<file path="src/rtl/vga_mode_sequencer.sv">
// Display-mode sequencer: debounced push-button and optional frame-timed auto-cycle advance the mode only at frame boundaries.
// Optional feature macro: VGA_AUTO_CYCLE_EN (auto-cycle frame counter).
`timescale 1ns/1ps
module vga_mode_sequencer #(
  parameter int DEBOUNCE_CYCLES = 90000,
  parameter int NUM_MODES       = 14,
  parameter int AUTO_FRAMES     = 120
) (
  input  logic       clk,
  input  logic       rst,
  input  logic       key_n,
  input  logic       frame_start,
  input  logic       auto_en,
  output logic [3:0] mode,
  output logic       mode_stb,
  output logic       pending
);

  typedef enum logic {IDLE = 1'b0, PENDING = 1'b1} state_e;

  localparam logic [19:0] DEB_MAX   = 20'(DEBOUNCE_CYCLES);
  localparam logic [19:0] DEB_LAST  = 20'(DEBOUNCE_CYCLES - 1);
  localparam logic [3:0]  MODE_LAST = 4'(NUM_MODES - 1);
  localparam logic [11:0] AUTO_LAST = 12'(AUTO_FRAMES - 1);

  logic [1:0]  rst_sync_q;
  logic        rst_hold_s;
  logic [1:0]  key_sync_q;
  logic        key_s;
  logic [19:0] deb_cnt_q;
  logic        press_s;
  logic        tick_s;
  state_e      state_q, state_d;
  logic [3:0]  mode_q, mode_d;
  logic        stb_q, stb_d;

  // Assertion is immediate; release reaches the logic two clock edges later.
  always_ff @(posedge clk or posedge rst) begin
    if (rst) rst_sync_q <= 2'b11;
    else     rst_sync_q <= {rst_sync_q[0], 1'b0};
  end
  assign rst_hold_s = rst_sync_q[1];

  always_ff @(posedge clk or posedge rst) begin
    if (rst)             key_sync_q <= 2'b11;
    else if (rst_hold_s) key_sync_q <= 2'b11;
    else                 key_sync_q <= {key_sync_q[0], key_n};
  end
  assign key_s = key_sync_q[1];

  // Counter saturates at DEBOUNCE_CYCLES so the press compare matches once per hold.
  always_ff @(posedge clk or posedge rst) begin
    if (rst)                       deb_cnt_q <= 20'd0;
    else if (rst_hold_s)           deb_cnt_q <= 20'd0;
    else if (key_s)                deb_cnt_q <= 20'd0;
    else if (deb_cnt_q < DEB_MAX)  deb_cnt_q <= deb_cnt_q + 20'd1;
    else                           deb_cnt_q <= deb_cnt_q;
  end
  assign press_s = !key_s && (deb_cnt_q == DEB_LAST);

`ifdef VGA_AUTO_CYCLE_EN
  logic [11:0] frame_cnt_q;

  assign tick_s = auto_en && frame_start && (state_q == IDLE) && (frame_cnt_q == AUTO_LAST);

  // Dwell counter only runs in IDLE, so the applying frame is not counted.
  always_ff @(posedge clk or posedge rst) begin
    if (rst)                                frame_cnt_q <= 12'd0;
    else if (rst_hold_s)                    frame_cnt_q <= 12'd0;
    else if (!auto_en || press_s)           frame_cnt_q <= 12'd0;
    else if (frame_start && state_q == IDLE) frame_cnt_q <= tick_s ? 12'd0 : frame_cnt_q + 12'd1;
    else                                    frame_cnt_q <= frame_cnt_q;
  end
`else
  logic [11:0] auto_unused;

  assign tick_s      = 1'b0;
  assign auto_unused = AUTO_LAST ^ {11'd0, auto_en};
`endif

  always_comb begin
    state_d = state_q;
    mode_d  = mode_q;
    stb_d   = 1'b0;
    case (state_q)
      IDLE: begin
        if (press_s || tick_s) state_d = PENDING;
        else                   state_d = IDLE;
      end
      PENDING: begin
        if (frame_start) begin
          state_d = IDLE;
          mode_d  = (mode_q == MODE_LAST) ? 4'd0 : mode_q + 4'd1;
          stb_d   = 1'b1;
        end else begin
          state_d = PENDING;
        end
      end
      default: state_d = IDLE;
    endcase
  end

  always_ff @(posedge clk or posedge rst) begin
    if (rst) begin
      state_q <= IDLE;
      mode_q  <= 4'd0;
      stb_q   <= 1'b0;
    end else if (rst_hold_s) begin
      state_q <= IDLE;
      mode_q  <= 4'd0;
      stb_q   <= 1'b0;
    end else begin
      state_q <= state_d;
      mode_q  <= mode_d;
      stb_q   <= stb_d;
    end
  end

  assign mode     = mode_q;
  assign mode_stb = stb_q;
  assign pending  = (state_q == PENDING);

endmodule
</file>
<file path="config.mk">
export PLATFORM = sky130hd
export DESIGN_NAME = vga_mode_sequencer
export DESIGN_NICKNAME = d
export VERILOG_FILES = /design/src/rtl/vga_mode_sequencer.sv
export SDC_FILE = /design/constraint.sdc
export NUM_CORES = 1
export LEC_CHECK = 0
export CORE_ASPECT_RATIO = 0.8
export CORE_MARGIN = 2
export CORE_UTILIZATION = 57
export DETAILED_ROUTE_END_ITERATION = 12
export PLACE_DENSITY_LB_ADDON = 0.15
export SYNTH_ARGS = -nofsm -noshare
export SYNTH_HDL_FRONTEND = slang
export SYNTH_SLANG_ARGS = --single-unit
</file>
<file path="constraint.sdc">
create_clock -name clk -period 2.46 [get_ports clk]
set_input_delay 0.738 -clock clk [delete_from_list [all_inputs] [get_ports clk]]
set_output_delay 0.738 -clock clk [all_outputs]
set_load 0.005 [all_outputs]
</file>
## After elaboration in Yosys (flattened, before gate mapping)

Cells that the tools add are included.

- Bits in registers: 30
- Bits in latches: 0
- RAM bits: 0
- Memory bits (read-only): 0
- Bits of input ports: 5
- Output and inout port bits: 6
- Word-level logic and storage cells: 33
- Memories: 0

- Add/subtract/negate cells: 2
- $mul: 0
- Div/mod/pow operators: 0
- Order comparisons: 1
- Eq/ne operators: 2
- Shift-type cells: 0
- Multiplexer cells: 15
- Bitwise logic cells: 1
- Reduce and logical (&&, ||, !) cells: 6

Operators by type and width:

| kind | count |
|---|---|
| 20-bit two-way mux | 3 |
| 20-bit by 1-bit adder with 20-bit output (second input constant) | 1 |
| 20-bit by 17-bit equality test with 1-bit output (second input constant) | 1 |
| 20-bit by 17-bit < comparator with 1-bit output (second input constant) | 1 |
| 4-bit two-way mux | 4 |
| 1-bit two-way mux | 6 |
| 4-bit by 1-bit adder with 4-bit output (second input constant) | 1 |
| 4-bit equality test (second input constant) | 1 |
| 2-bit nonzero test | 2 |
| 3-bit nonzero test | 1 |
| 2-bit two-way mux | 1 |
| 1-bit one-hot mux with 2 select lines | 1 |
| 2-bit AND reduction | 1 |
| 1-bit logical AND | 1 |
| 1-bit logical NOT | 1 |
| 1-bit NOT | 1 |

## Depth between registers and ports, before layout

Gate-level depths: netlist (run 1).

- Depth in word-level cells: 5
- Mapped depth: 6
- Mapped depth without buffers: 6

## Least setup slack after synthesis (run 1)

No wires, ideal clock.

- Kind: reg2reg
- From: reg deb_cnt_q[18]
- To: reg deb_cnt_q[13]
- Library setup time: 0.077 ns
- Arrival: 1.860 ns
- Required time: 2.383 ns
- Path slack: 0.522 ns
- Cell stages (with the launch flop): 6
- Buffers on the path: 1
- Clock period less this slack: 1.938 ns
- Path through: dfrtp_1 > or3_1 > buf_2 > or4b_4 > or4_1 > a21oi_1

- Cells in the longest elaborated chain, start to end: 2

Ends and longest elaborated chain:

| item | RTL line | source |
|---|---|---|
| start: declaration | 30 | `logic [19:0] deb_cnt_q;` |
| start signal: assignment | 56 | `else if (deb_cnt_q < DEB_MAX) deb_cnt_q <= deb_cnt_q + 20'd1;` |
| start signal: assignment | 57 | `else deb_cnt_q <= deb_cnt_q;` |
| 20-bit by 17-bit < comparator with 1-bit output | 56 |  |
| 3-bit nonzero test (no line) | n/a |  |

No other way between the ends.
A chain may end at the register's enable or synchronous reset.

## Final worst setup path (run 1)

- From: reg deb_cnt_q[6]
- To: reg deb_cnt_q[13]

- Cells in the longest elaborated chain, start to end: 4
- Elaborated cells between the ends (all ways): 6
- Classes of those cells: add/sub (1); order compare (1); mux (3); reduce/logical (1)

Ends and longest elaborated chain:

| item | RTL line | source |
|---|---|---|
| 20-bit by 1-bit adder with 20-bit output | 56 |  |
| 20-bit two-way mux | 56 |  |
| 20-bit two-way mux | 55 | `else if (key_s) deb_cnt_q <= 20'd0;` |
| 20-bit two-way mux | 54 | `else if (rst_hold_s) deb_cnt_q <= 20'd0;` |

Parallel ways exist; a longest one is shown, timed or not. The select of a mux whose other input is x is not followed.

==> qor.yml, run 1 <==
synth_edf_count: 0
nNetsFinal: 178
synth_top_family_by_area: "simple AND/OR/NAND/NOR gates"
die_area_mm2: 0.00319
htreeDepth: 2
grt_antenna_before_repair: 0
root_buffer: "clkbuf_4"
cts_tree: "built"
routed_wl_um: 3210
vias: 1328
numCtsBuffers: 5
cp.required_ps: 2710
drive_gt1_frac: 0.146
crit_buf_inv: 0
hold_buffers: 0
cts.sinks: 30
postLayoutCoreUtil: 0.694
syn_avg_cell_area_um2: 9.99
grt_util_all_layers: 0.242
synth_top_area_frac: 0.415
critPathTopFamily: "compound AO/OA/AOI/OAI gates"
place_hpwl_um: 2250
crit_type: "flop to flop"
synthXorXnorAreaFrac: 0.00559
synthDistinctLibCells: 45
crit_path_start_kind: "flop"
slowest_delay_ps: 570
hold_class: "flop to flop"
slew_violations: 0
min_period_over_period: 0.870
dp_worst_setup_slack_ps: 370
finalCriticalPeriod_ps: 2140
ys.flop_type: "dfrtp_1"
drt-initial-drc-count: 88
yosys.area_share.simple: 0.270
finalHoldViolations: 0
netlist.top_cell.by_area: "dfrtp_1"
postCtsSetupRepairBufs: 0
placementRows: 16
grt_start_max_net_pins: 31
clock_latency_ps: 320
netlist_top_cells_area: "dfrtp_1 (42%), dfstp_2 (6.7%), nand2_1 (4.3%)"
post_cts_resized: 0
path_clk_slew_ps: 90
area_growth_pct: 11.7
n_antenna_cell: 0
die_height_um: 50.9
p_per_area_mw_per_mm2: 476
synth_nets: 165
port_buffers: 9
setup_tns_ps: 0
ys_ff_latch: 30
status: "complete, no violations"
drc_errors: 0
final.fill_count: 205
avgRoutedWirePerCell_um: 15.5
viasPerCell: 6.42
peakVddDrop_mv: 0.410
synthCells: 157
maxSlewHeadroom: 0.567
synth.area.mux_share: 0.0383
start_util: 0.622
grt_pass1_wl_um: 5930
synthAdderAreaFrac: 0.0239
finalSetupViolCount: 0
cp_data_arrival_time_ps: 2390
syn_area_mm2: 0.00157
yosysWarnings: 0
first_global_vias: 1256
coreArea_mm2: 0.00252
pin_count: 11
design_power_total_mw: 0.833
ant_nets: 0
skew_ps: 3.29
synth_compound_area_frac: 0.142
p_leak_nw: 0.698
async_reset_ff_frac: 1.00
critical_path.cell_chain: "o311a_1, a32o_1, or4_1, a21oi_1"
die_w_um: 62.6
max_freq_mhz: 467
clockBufferDepth: 2
path_max_fanout: 21
overflow: 0
rsz0062_at_grt: "no"
worstMarginPinSlew_ps: 649
crit_slowest_cell: "or4_1"
cap_violations: 0
drt-pass1-iter-count: 4
synth_seq_area_share: 0.482
critPathCaptureType: "flop"
setup_slack_ps: 321
gp_congestion: 0.823
[per-stage QoR]
stage          cells  hold WS (ps)  instance area [um2]
5_1_grt          207           366                 1750
3_3_place_gp     199           346                 1690
2_1_floorplan    157           345                 1570
6_report         207           359                 1750
4_1_cts          207           361                 1750
3_5_place_dp     199           347                 1690
[area by class of cell]
class                      instances  area (um2)  share of cell area
timing repair buffer              13         120              0.0686
tap                               36        45.0              0.0257
inverter                           4        15.0             0.00857
clock inverter                     1        5.00             0.00286
multi-input combinational        116         756               0.431
sequential                        30         756               0.431
clock buffer                       7        55.1              0.0314
[state kept, by name, summed over array words and instances (netlist names)]
signal,cells
pending,1
deb_cnt_q,20
mode_stb,1
key_sync_q,2
mode,4
rst_sync_q,2
[worst paths after layout]
check / start / to / slack (ps) / cells after the start
min: rst_sync_q[0]$_DFF_PP1_ / rst_sync_q[1]$_DFF_PP1_ / 360 / 0
min reg2reg: rst_sync_q[0]$_DFF_PP1_ / rst_sync_q[1]$_DFF_PP1_ / 360 / 0
max in group asynchronous: rst / key_sync_q[0]$_DFF_PP1_ / 1380 / 3
max: deb_cnt_q[6]$_DFFE_PP0P_ / deb_cnt_q[13]$_DFFE_PP0P_ / 320 / 4
min in group asynchronous: rst / deb_cnt_q[19]$_DFFE_PP0P_ / 770 / 3
max reg2reg: deb_cnt_q[6]$_DFFE_PP0P_ / deb_cnt_q[13]$_DFFE_PP0P_ / 320 / 4
[cell usage after synthesis (2+ instances only)]
cell type,number
nand4_1,6
inv_1,4
and4_1,3
nor4_1,5
dfstp_2,4
clkbuf_1,2
and2_1,2
nand2_1,18
or3_1,8
nand3_1,6
dfrtp_1,26
ha_1,3
buf_2,3
o21ai_0,6
or2_2,3
a21oi_1,12
or4_1,6
nor3_1,3
mux2i_1,6
o31ai_1,5
nor2_1,2
[layout by cell type (no fill, tap or decap), types with 2 or more instances in the layout]
| master | count |
|---|---|
| ha_1 | 3 |
| o21ai_0 | 6 |
| nor4_1 | 5 |
| nor3_1 | 3 |
| inv_1 | 4 |
| and4_1 | 3 |
| nand2_1 | 18 |
| or4_1 | 6 |
| or2_2 | 3 |
| dfstp_2 | 4 |
| or3_1 | 8 |
| nor2_1 | 2 |
| nand4_1 | 6 |
| clkdlybuf4s50_1 | 9 |
| a21oi_1 | 12 |
| dfrtp_1 | 26 |
| mux2i_1 | 6 |
| clkbuf_4 | 5 |
| buf_4 | 4 |
| and2_1 | 2 |
| nand3_1 | 6 |
| o31ai_1 | 5 |
[logic make-up (layout without fill, tap and decap cells)]
family	after synthesis	count (layout)
other	1	1
and+or+nand+nor	71	71
adders and majority gates	3	3
muxes	6	6
AOI/OAI and AO/OA	34	34
buffers and inverters	11	25
xor gates and xnor gates	1	1
DFF	30	30
[power breakdown]
group          internal, mW  switching [mW]
combinational       0.00984          0.0156
sequential            0.499         0.00445
clock                 0.138           0.166
total                 0.647           0.186
[routing by layer]
| layer | share of wire | GRT usage | up-vias | wire, um |
|---|---|---|---|---|
| li1 | - | - | 625 | - |
| met1 | 0.46 | 0.323 | 671 | 1470 |
| met2 | 0.48 | 0.394 | 27 | 1540 |
| met3 | 0.050 | 0.0595 | 5 | 160 |
| met4 | 0.0097 | 0.0778 | 0 | 31 |
| met5 | 0 | 0 | - | 0 |
Power figures use the tool's default switching activity.
==> inputs of run 2 (changes only) <==
- CELL_PAD_IN_SITES_DETAIL_PLACEMENT: not set -> 2
- CELL_PAD_IN_SITES_GLOBAL_PLACEMENT: not set -> 2
- CORE_UTILIZATION: 57 -> 37
==> run 2 against run 1 <==
Compared with the run above: hold slack about the same; first-iteration DRC count decreased by 51%; maximum frequency decreased by 2.7%; cell area is 4.7% higher; total power increased by 22%; sequential cell count unchanged; clock skew is 2.6 ps higher; utilization decreased by 25 points; worst setup slack lost 59 ps; critical endpoint is now deb_cnt_q[11]$_DFFE_PP0P_; highest routed layer unchanged.
==> qor.yml, run 2 (same netlist as run 1, synthesis figures left out) <==
cp_data_arrival_time_ps: 2400  # about the same
pwr-share-seq: 0.496  # -0.108
viasPerCell: 5.68  # -11%
swShare: 0.206  # -0.0173
dp_worst_setup_slack_ps: 255  # -114 ps
crit_slowest_cell: "nor4_1"
postCtsSetupRepairBufs: 0  # unchanged
startpoint: "deb_cnt_q[4]$_DFFE_PP0P_"
overflow: 0  # unchanged
grtUsageMet1: 0.285  # -0.0379
r2r_slack_ps: 260  # -60 ps
slowest_delay_ps: 530  # -40 ps
peakVddDrop_mv: 0.259  # -37%
finalHoldViolations: 0  # unchanged
timing.rr.start: "deb_cnt_q[4]$_DFFE_PP0P_"
ant_nets: 0  # unchanged
cts_tree: "built"
vias: 1301  # -2.0%
p_sw_mw: 0.209  # +13%
crit_path_start_kind: "flop"
post_cts_resized: 0  # unchanged
drive_gt1_frac: 0.157  # +0.0108
final_common_cell: "dfrtp_1"
avgRoutedWirePerCell_um: 17.2  # +11%
grtUsageMet3: 0.0392  # -0.0202
drt-pass1-iter-count: 4  # unchanged
setup_tns_ps: 0  # unchanged
cap_violations: 0  # unchanged
status: "complete, no violations"
drc_errors: 0  # unchanged
port_buffers: 9  # unchanged
coreArea_mm2: 0.00413  # +64%
clockBufferDepth: 2  # unchanged
comb_power_share: 0.026  # -0.004
grt_start_max_net_pins: 31  # unchanged
placementRows: 21  # +5
htreeDepth: 2  # unchanged
cts.sinks: 30  # unchanged
path_max_fanout: 21  # unchanged
grt_pass1_wl_um: 7130  # +20%
min-delay-start: "rst_sync_q[0]$_DFF_PP1_"
p_int_mw: 0.807  # +25%
maxSlewHeadroom: 0.519  # -0.0478
setup_slack_ps: 262  # -59.1 ps
grt_antenna_before_repair: 0  # unchanged
gp_congestion: 0.831  # +0.91%
routed_wl_um: 3950  # +23%
critical_path.cell_chain: "o311a_1, a32o_1, nor4_1, mux2i_1"
clock_latency_ps: 280  # -40 ps
die_w_um: 76.8  # +23%
cp.required_ps: 2670  # -40 ps
n_antenna_cell: 0  # unchanged
hold_class: "flop to flop"
hold_buffers: 0  # unchanged
slew_violations: 0  # unchanged
p_leak_nw: 0.726  # +4.0%
p_clk_frac: 0.478  # +0.113
drt-initial-drc-count: 43  # -51%
grt_util_all_layers: 0.188  # -0.0539
skew_ps: 5.91  # +2.62 ps
pin_count: 11  # unchanged
die_height_um: 62.2  # +22%
finalCriticalPeriod_ps: 2200  # +59.1 ps
start_util: 0.380  # -0.241
crit_buf_inv: 0  # unchanged
finalSetupViolCount: 0  # unchanged
top_register: "deb_cnt_q"
crit_type: "flop to flop"
min_period_over_period: 0.894  # +0.0240
met2_usage: 0.270  # -0.125
root_buffer: "clkbuf_8"
rsz0062_at_grt: "no"
path_clk_slew_ps: 70  # -20 ps
busiest_layer: "met1"
worstMarginPinSlew_ps: 721  # +71.7 ps
critPathCaptureType: "flop"
p_per_area_mw_per_mm2: 554  # +16%
final_cell_mix: "dfrtp_1 (26), nand2_1 (18), a21oi_1 (12)"
die_area_mm2: 0.00478  # +50%
numCtsBuffers: 5  # unchanged
place_hpwl_um: 2900  # +29%
first_global_vias: 1360  # +8.3%
critPathTopFamily: "compound AO/OA/AOI/OAI gates"
area_growth_pct: 17.0
largest_reg_flops: 20  # unchanged
max_freq_mhz: 455  # -2.7%
nNetsFinal: 179  # +0.56%
[run 2: routing by layer]
metal,share of wire,routed length [um]
met5,0,0
met4,0.011,44
met3,0.021,81
met2,0.44,1740
met1,0.53,2080
[run 2: layout make-up]
| type | instances | area [um2] |
|---|---|---|
| multi-input combinational | 116 | 756 |
| clock buffer | 5 | 68.8 |
| sequential | 30 | 756 |
| inverter | 4 | 15.0 |
| fill | 459 | 2290 |
| clock inverter | 3 | 40.0 |
| timing repair buffer | 14 | 128 |
| tap | 57 | 71.3 |
[run 2: worst reg2reg max path, cell delays in order (launching register included)]
cell	delay (ps)
dfrtp_1	450
o311a_1	410
a32o_1	510
nor4_1	530
mux2i_1	230
[run 2: worst paths after layout]
path	cells past startpoint	end
max in group asynchronous	3	key_sync_q[1]$_DFF_PP1_
setup reg to reg	4	deb_cnt_q[11]$_DFFE_PP0P_
min in group asynchronous	3	deb_cnt_q[18]$_DFFE_PP0P_
hold / removal	0	rst_sync_q[1]$_DFF_PP1_
hold reg to reg	0	rst_sync_q[1]$_DFF_PP1_
setup / recovery	4	deb_cnt_q[11]$_DFFE_PP0P_
[run 2: through the flow]
| stage | power, mW | area [um2] | utilization | hold WS, ps | std cells |
|---|---|---|---|---|---|
| after CTS | 1.04 | 1830 | 0.445 | 362 | 229 |
| after detailed placement | 0.541 | 1730 | 0.418 | 351 | 221 |
| final | 1.02 | 1830 | 0.445 | 359 | 229 |
| after global routing | 1.07 | 1830 | 0.445 | 365 | 229 |
| after floorplan | 0.527 | 1570 | - | 345 | 157 |
| after global placement | 0.540 | 1730 | 0.418 | 347 | 221 |
[run 2: power groups by stage]
stage	Clock [mW]	Combinational, mW	Sequential [mW]
5_1_grt	0.531	0.0303	0.505
2_1_floorplan	0	0.0174	0.510
6_report	0.486	0.0263	0.504
3_5_place_dp	0	0.0274	0.514
3_3_place_gp	0	0.0265	0.513
4_1_cts	0.504	0.0275	0.504
==> inputs of run 3 (changes only) <==
- CORE_UTILIZATION: 37 -> 39
- CTS_BUF_LIST: not set -> sky130_fd_sc_hd__clkbuf_4
- SETUP_SLACK_MARGIN: not set -> 0.4
==> run 3 against run 2 <==
Compared with the run above: global-route usage rose by 2.3 points; combinational power about the same; sequential share of layout area is 0.63 points lower; worst setup slack better by 150 ps; via count up 4.6%; total power decreased by 18%; hold slack improved by 1.3 ps; clock power down 38%; largest cell class is now multi-input gates.
==> qor.yml, run 3 (same netlist as run 1, synthesis figures left out) <==
final_area_mm2: 0.00187  # +2.0%
n_antenna_cell: 0  # unchanged
hold_class: "flop to flop"
pin_count: 11  # unchanged
path_clk_slew_ps: 100  # +30 ps
place_hpwl_um: 2860  # -1.4%
coreArea_mm2: 0.00383  # -7.2%
grt_util_all_layers: 0.211  # +0.0234
p_leak_nw: 0.730  # +0.49%
placed_area_mm2: 0.00171  # -1.0%
finalSetupViolCount: 0  # unchanged
skew_ps: 9.21  # +3.30 ps
crit_buf_inv: 1  # +1
max_freq_mhz: 487  # +7.1%
startpoint: "mode[3]$_DFFE_PP0P_"
cp.required_ps: 1720  # -950 ps
avgRoutedWirePerCell_um: 19.6  # +14%
peakVddDrop_mv: 0.313  # +21%
first_global_vias: 1365  # +0.37%
root_buffer: "clkbuf_4"
die_area_mm2: 0.00455  # -4.8%
path_max_fanout: 3  # -86%
viasPerCell: 5.84  # +2.8%
vias: 1361  # +4.6%
p_per_area_mw_per_mm2: 445  # -20%
cp_data_arrival_time_ps: 1310  # -1090 ps
maxSlewHeadroom: 0.446  # -0.0733
final_cell_mix: "dfrtp_1 (23), nand2_1 (18), a21oi_1 (12)"
clockBufferDepth: 2  # unchanged
finalHoldViolations: 0  # unchanged
routed_wl_um: 4560  # +15%
critPathTopFamily: "buffers and inverters"
rsz0062_at_grt: "yes"
die_height_um: 60.7  # -2.4%
cts_tree: "built"
ant_nets: 0  # unchanged
slew_violations: 0  # unchanged
final_common_cell: "dfrtp_1"
gp_congestion: 0.842  # +1.4%
hold_slack_ps: 361  # +1.27 ps
critical_path.cell_chain: "clkdlybuf4s50_1"
setup_tns_ps: 0  # unchanged
crit_slowest_cell: "clkdlybuf4s50_1"
status: "complete, no violations"
grt_pass1_wl_um: 6990  # -1.9%
numCtsBuffers: 5  # unchanged
drc_errors: 0  # unchanged
placementRows: 20  # -4.8%
clock_latency_ps: 350  # +70 ps
port_buffers: 9  # unchanged
grt_start_max_net_pins: 31  # unchanged
finalCriticalPeriod_ps: 2050  # -146 ps
min-delay-start: "rst_sync_q[0]$_DFF_PP1_"
nNetsFinal: 185  # +3.4%
overflow: 0  # unchanged
drt-initial-drc-count: 101  # +130%
start_util: 0.409  # +0.0294
grt_antenna_before_repair: 0  # unchanged
crit_path_start_kind: "flop"
cts.sinks: 30  # unchanged
area_growth_pct: 19.4
hold_buffers: 0  # unchanged
worstMarginPinSlew_ps: 828  # +107 ps
crit_type: "flop to output pin"
die_w_um: 74.9  # -2.5%
drt-pass1-iter-count: 4  # unchanged
timing.rr.start: "deb_cnt_q[18]$_DFFE_PP0P_"
critPathCaptureType: "output pin"
top_register: "deb_cnt_q"
drive_gt1_frac: 0.225  # +0.0677
min_period_over_period: 0.834  # -0.0595
htreeDepth: 2  # unchanged
design_power_total_mw: 0.832  # -18%
slowest_delay_ps: 530  # about the same
largest_reg_flops: 20  # unchanged
cap_violations: 0  # unchanged
run 3: cell count changes in the layout (fill, tap and decap cells not counted), sizes merged:
cell | previous run | this run
clkbuf | 5 | 6
buf | 5 | 10
bufinv | 1 | 0
a32o | 1 | 2
run 3: what timing repair did:
item	4_1_cts	5_1_grt
cloned	0	1
resized for setup	4	6
endpoints found under the setup margin	14	12
pin swaps	0	2
setup buffers	2	5
run 3: per-stage QoR:
stage,worst slack (ps),util,std cells
6_report,408,0.489,233
5_1_grt,373,0.489,233
4_1_cts,405,0.469,227
3_5_place_dp,261,0.446,217
3_3_place_gp,370,0.446,217
2_1_floorplan,522,-,157
run 3: path summary, 6_finish.rpt:
kind / to / slack (ps) / cells past startpoint
min in group asynchronous: mode[1]$_DFFE_PP0P_ / 760 / 3
max in group asynchronous: deb_cnt_q[7]$_DFFE_PP0P_ / 1380 / 3
max reg2reg: deb_cnt_q[13]$_DFFE_PP0P_ / 450 / 4
min reg2reg: rst_sync_q[1]$_DFF_PP1_ / 360 / 0
min: rst_sync_q[1]$_DFF_PP1_ / 360 / 0
max: mode[3] / 410 / 1
run 3: power breakdown:
part | total (mW) | leakage [nW] | switching, mW | internal, mW
clock network | 0.302 | 0.0331 | 0.184 | 0.118
registers | 0.504 | 0.400 | 0.00516 | 0.499
logic | 0.0260 | 0.296 | 0.0167 | 0.00933
total | 0.832 | 0.730 | 0.206 | 0.627
run 3: layout make-up:
type / instances / area, um2
fill: 398 / 1960
multi-input combinational: 117 / 810
sequential: 30 / 759
timing repair buffer: 19 / 165
tap: 55 / 68.8
clock buffer: 6 / 45.0
inverter: 4 / 15.0
clock inverter: 2 / 8.76
run 3: layer usage:
layer  GRT usage  share of wire
met5           0              0
met4      0.0765          0.013
met3      0.0498          0.023
met2       0.318           0.46
met1       0.298           0.50
run 3: worst reg2reg max path, cell delays in order, from the launching register on:
cell and delay (ps):
dfrtp_1 420, or3_4 450, or4b_4 500, or4_1 410, a21oi_1 160
==> RTL change 1 (flow settings as in run 1) <==
Compare `deb_cnt_q` against `DEB_LAST` with >= in place of ==.
--- a/src/rtl/vga_mode_sequencer.sv
+++ b/src/rtl/vga_mode_sequencer.sv
@@ -57,5 +57,5 @@
     else                           deb_cnt_q <= deb_cnt_q;
   end
-  assign press_s = !key_s && (deb_cnt_q == DEB_LAST);
+  assign press_s = !key_s && (deb_cnt_q >= DEB_LAST);
 
 `ifdef VGA_AUTO_CYCLE_EN
Behaviour: same outputs for any inputs over 10 cycles, from zero or initial values and one cycle with rst high; that may be too few to reach the edited logic, so the function may still have changed.
==> RTL change 1 against run 1 <==
Register-to-register slack better by 0.34 ns; synthesized area increased by 3.3%; die area up 3.0%; setup slack better by 0.079 ns; sequential cell count is the same; power increased by 9.7%; routed wire length rose by 2.6%; cell area rose by 2.9%; fmax is 3.8% higher; clock skew grew 0.010 ns; via count is 5.3% lower; first-iteration DRC count up 13%; largest cell class is now multi-input combinational cells.
==> RTL change 1: results (changes against run 1) <==
| Metric | Value |
|---|---|
| DR WL met3 | `127 um (-21%)` |
| Critical path's slowest cell | `clkdlybuf4s50_1` |
| First-pass GRT wire length | `5.40 mm (-9.0%)` |
| Reg with most FFs | `deb_cnt_q` |
| Flop2flop setup slack | `0.66 ns (+0.34 ns)` |
| HPWL Detailed | `2.30 mm (+2.4%)` |
| CP max stage delay | `0.54 ns (-0.03 ns)` |
| Status | `completed` |
| Worst slew pin tran | `0.729 ns (+0.0801 ns)` |
| Detailed Route WL | `3.29 mm (+2.6%)` |
| Leak Pwr | `0.720 nW (+3.2%)` |
| Worst vdd ir | `302 uV (-26%)` |
| CP Max Fanout | `6 (-71%)` |
| Share of cells above drive strength 1 | `14.2% (-0.42 points)` |
| Vias in the first global route | `1137 (-9.5%)` |
| Met2 WL post-DR | `1.48 mm (-4.2%)` |
| Total Routing Usage GR | `22.6% (-1.6 points)` |
| Worst r2r src | `deb_cnt_q[17]` |
| Post-Place Cell Area | `1720 sq um (+1.9%)` |
| H-tree levels | `2 (unchanged)` |
| Top post-synthesis cells by count | `dfrtp_1 (26), nand2_1 (13), a21oi_1 (12)` |
| Routed vias | `1258 (-5.3%)` |
| Synth top area cells | `dfrtp_1 (40%), dfstp_2 (6.5%), a21oi_1 (3.7%)` |
| NumNets Final | `176 (-1.1%)` |
| Delay-heaviest family, CP | `buffers and inverters` |
| FILL cells | `242 (+18%)` |
| R2R Path End | `deb_cnt_q[3]` |
| Final GP Congestion | `0.807 (-2.0%)` |
| Final Hold Viols | `0 (unchanged)` |
| Internal power | `0.719 mW (+11%)` |
| Layout Skew | `0.0134 ns (+0.0101 ns)` |
| Crit path DAT | `1.32 ns (-1.07 ns)` |
| DRT met1 WL | `1.64 mm (+11%)` |
[RTL change 1: cell type report]
class | count | area share (%)
inverters | 4 | 0.833
repair buffers | 12 | 6.25
clock inverters | 3 | 2.22
well taps | 38 | 2.64
multi-input cells | 115 | 44.0
clock buffers | 5 | 2.08
flip-flops and latches | 30 | 41.9
[RTL change 1: kinds of logic after synthesis]
family	after synthesis	share of synthesized area (%)
simple gates	69	27.0
compound gates	37	16.4
flops	30	46.7
buf+inv	12	4.33
mux	5	3.09
fa+ha+maj	3	2.32
other cells	1	0.232
[RTL change 1: layer usage]
layer  GRT usage [%]  up-vias
li1                -      619
met1            30.5      608
met2            33.9       27
met3            5.84        4
met4            11.2        0
met5               0        -
[RTL change 1: worst reg2reg max path, cell delays in order, from the launching register on]
cell     delay, ns
dfrtp_1       0.42
nor3_4        0.31
o21ai_2       0.28
or4_1         0.54
a21oi_1       0.18
[RTL change 1: power groups by stage]
stage / Sequential, mW / Combinational (mW) / Clock (mW)
after CTS: 0.504 / 0.0260 / 0.391
after global placement: 0.513 / 0.0245 / 0
final: 0.504 / 0.0254 / 0.385
after global routing: 0.505 / 0.0288 / 0.410
after detailed placement: 0.513 / 0.0259 / 0
after floorplan: 0.510 / 0.0165 / 0
[RTL change 1: worst max-delay path by stage]
stage,from,to,slack (ns)
after global placement,frame_start,mode[3],0.30
final,mode[0],mode[0],0.40
after global routing,mode[0],mode[0],0.32
after detailed placement,frame_start,mode[3],0.25
after floorplan,frame_start,mode[3],0.82
after CTS,mode[0],mode[0],0.40
[RTL change 1: stage by stage]
step,worst slack [ns],hold slack [ns],utilization (%),power (mW),cells
2_1_floorplan,0.824,0.345,-,0.527,157
3_3_place_gp,0.301,0.346,63.3,0.537,199
3_5_place_dp,0.248,0.347,63.3,0.539,199
4_1_cts,0.398,0.362,66.2,0.921,207
5_1_grt,0.316,0.368,66.2,0.944,207
6_report,0.400,0.361,66.2,0.914,207
==> RTL change 2 (config.mk and constraints of run 1) <==
Without the edit above. The option `VGA_AUTO_CYCLE_EN` is turned on by a define.
--- a/src/rtl/vga_mode_sequencer.sv
+++ b/src/rtl/vga_mode_sequencer.sv
@@ -2,4 +2,6 @@
 // Optional feature macro: VGA_AUTO_CYCLE_EN (auto-cycle frame counter).
 `timescale 1ns/1ps
+`define VGA_AUTO_CYCLE_EN
+
 module vga_mode_sequencer #(
   parameter int DEBOUNCE_CYCLES = 90000,
Function: same outputs for any inputs over 10 cycles, from zero or initial values and one cycle with rst high; that may be too few to reach the edited logic, so the function may still have changed.
==> RTL change 2 against run 1 <==
Register-to-register slack better by 0.15 ns; cell area rose by 36%; power grew 45%; critical path depth grew 1; sequential cell count up 12; setup slack better by 0.10 ns; synthesized area up 36%; routed wire length rose by 35%.
==> RTL change 2: results (changes against run 1) <==
| Metric | Value |
|---|---|
| Status | `completed` |
| NumNets Final | `240 (+35%)` |
| Syn_nets | `228 (+38%)` |
| Worst slew pin tran | `0.509 ns (-0.140 ns)` |
| Post-synthesis compound-gate area fraction | `10.3% (-4.0 points)` |
| First-pass GRT wire length | `7.47 mm (+26%)` |
| XOR/XNOR share of the synthesized area | `5.74% (+5.2 points)` |
| Pin count of the biggest net entering global routing | `43 (+39%)` |
| Final GP Congestion | `0.897 (+9.0%)` |
| Finished Layout Cells | `274 (+32%)` |
| Worst vdd ir | `345 uV (-16%)` |
| Initial drt markers | `97 (+10%)` |
| FILL cells | `275 (+34%)` |
| Yosys cell types | `44 (-2.2%)` |
| CTS Root Cell | `clkbuf_8` |
| Post-Place Cell Area | `2280 sq um (+35%)` |
| Share of cells above drive strength 1 | `11.2% (-3.4 points)` |
| Total Routing Usage GR | `23.3% (-0.89 points)` |
| CP Max Fanout | `6 (-71%)` |
| Crit path from | `frame_start` |
| Port bufs | `10 (+1)` |
| Adder-Cell Fraction of Synth Area | `2.34% (-0.051 points)` |
| HPWL Detailed | `3.00 mm (+33%)` |
| Worst r2r src | `deb_cnt_q[0]` |
| Syn avg cell area | `9.75 sq um (-2.3%)` |
| Mux cell area share after synthesis | `1.41% (-2.4 points)` |
| Placement Setup Slack | `0.107 ns (-0.263 ns)` |
[RTL change 2: cell types whose count changed in the layout (fill, tap and decap cells not counted), moves of 5 or more]
cell             run 1  this run
clkbuf_4             5         0
nor2_1               2        27
nor4_1               5         0
xor2_1               1        11
or4_1                6         1
dfrtp_1             26        38
[RTL change 2: path summary, 6_finish.rpt]
check | to | slack (ns) | depth (start not counted)
min in group asynchronous | deb_cnt_q[5] | 0.86 | 3
hold / removal | rst_sync_q[1] | 0.36 | 0
setup / recovery | frame_cnt_q[9] | 0.42 | 5
setup reg to reg | deb_cnt_q[8] | 0.47 | 7
hold reg to reg | rst_sync_q[1] | 0.36 | 0
max in group asynchronous | key_sync_q[1] | 1.23 | 3
[RTL change 2: routing by layer]
| layer | wire (um) | vias up | GRT usage (%) |
|---|---|---|---|
| met2 | 1890 | 38 | 35.9 |
| met3 | 162 | 12 | 5.48 |
| met1 | 2160 | 765 | 31.4 |
| met4 | 101 | 0 | 11.4 |
| met5 | 0 | - | 0 |
| li1 | - | 801 | - |
[RTL change 2: cell type report]
cell class | instances | area, sq um | share of cell area (%)
sequential | 42 | 1060 | 44.5
multi-input combinational | 165 | 1030 | 43.4
timing repair buffer | 14 | 130 | 5.48
clock buffer | 5 | 68.8 | 2.90
tap | 42 | 52.6 | 2.21
clock inverter | 3 | 23.8 | 1.00
inverter | 3 | 11.3 | 0.474
[RTL change 2: critical path, cell delays in order]
cell	delay [ns]
clkdlybuf4s50_1	0.54
nor2b_1	0.37
nand2_1	0.10
or3_1	0.35
a21oi_1	0.15
[RTL change 2: report_power, final]
group / switching (mW) / internal, mW / total [mW]
Clock: 0.258 / 0.203 / 0.461
Sequential: 0.00482 / 0.697 / 0.702
Combinational: 0.0290 / 0.0142 / 0.0432
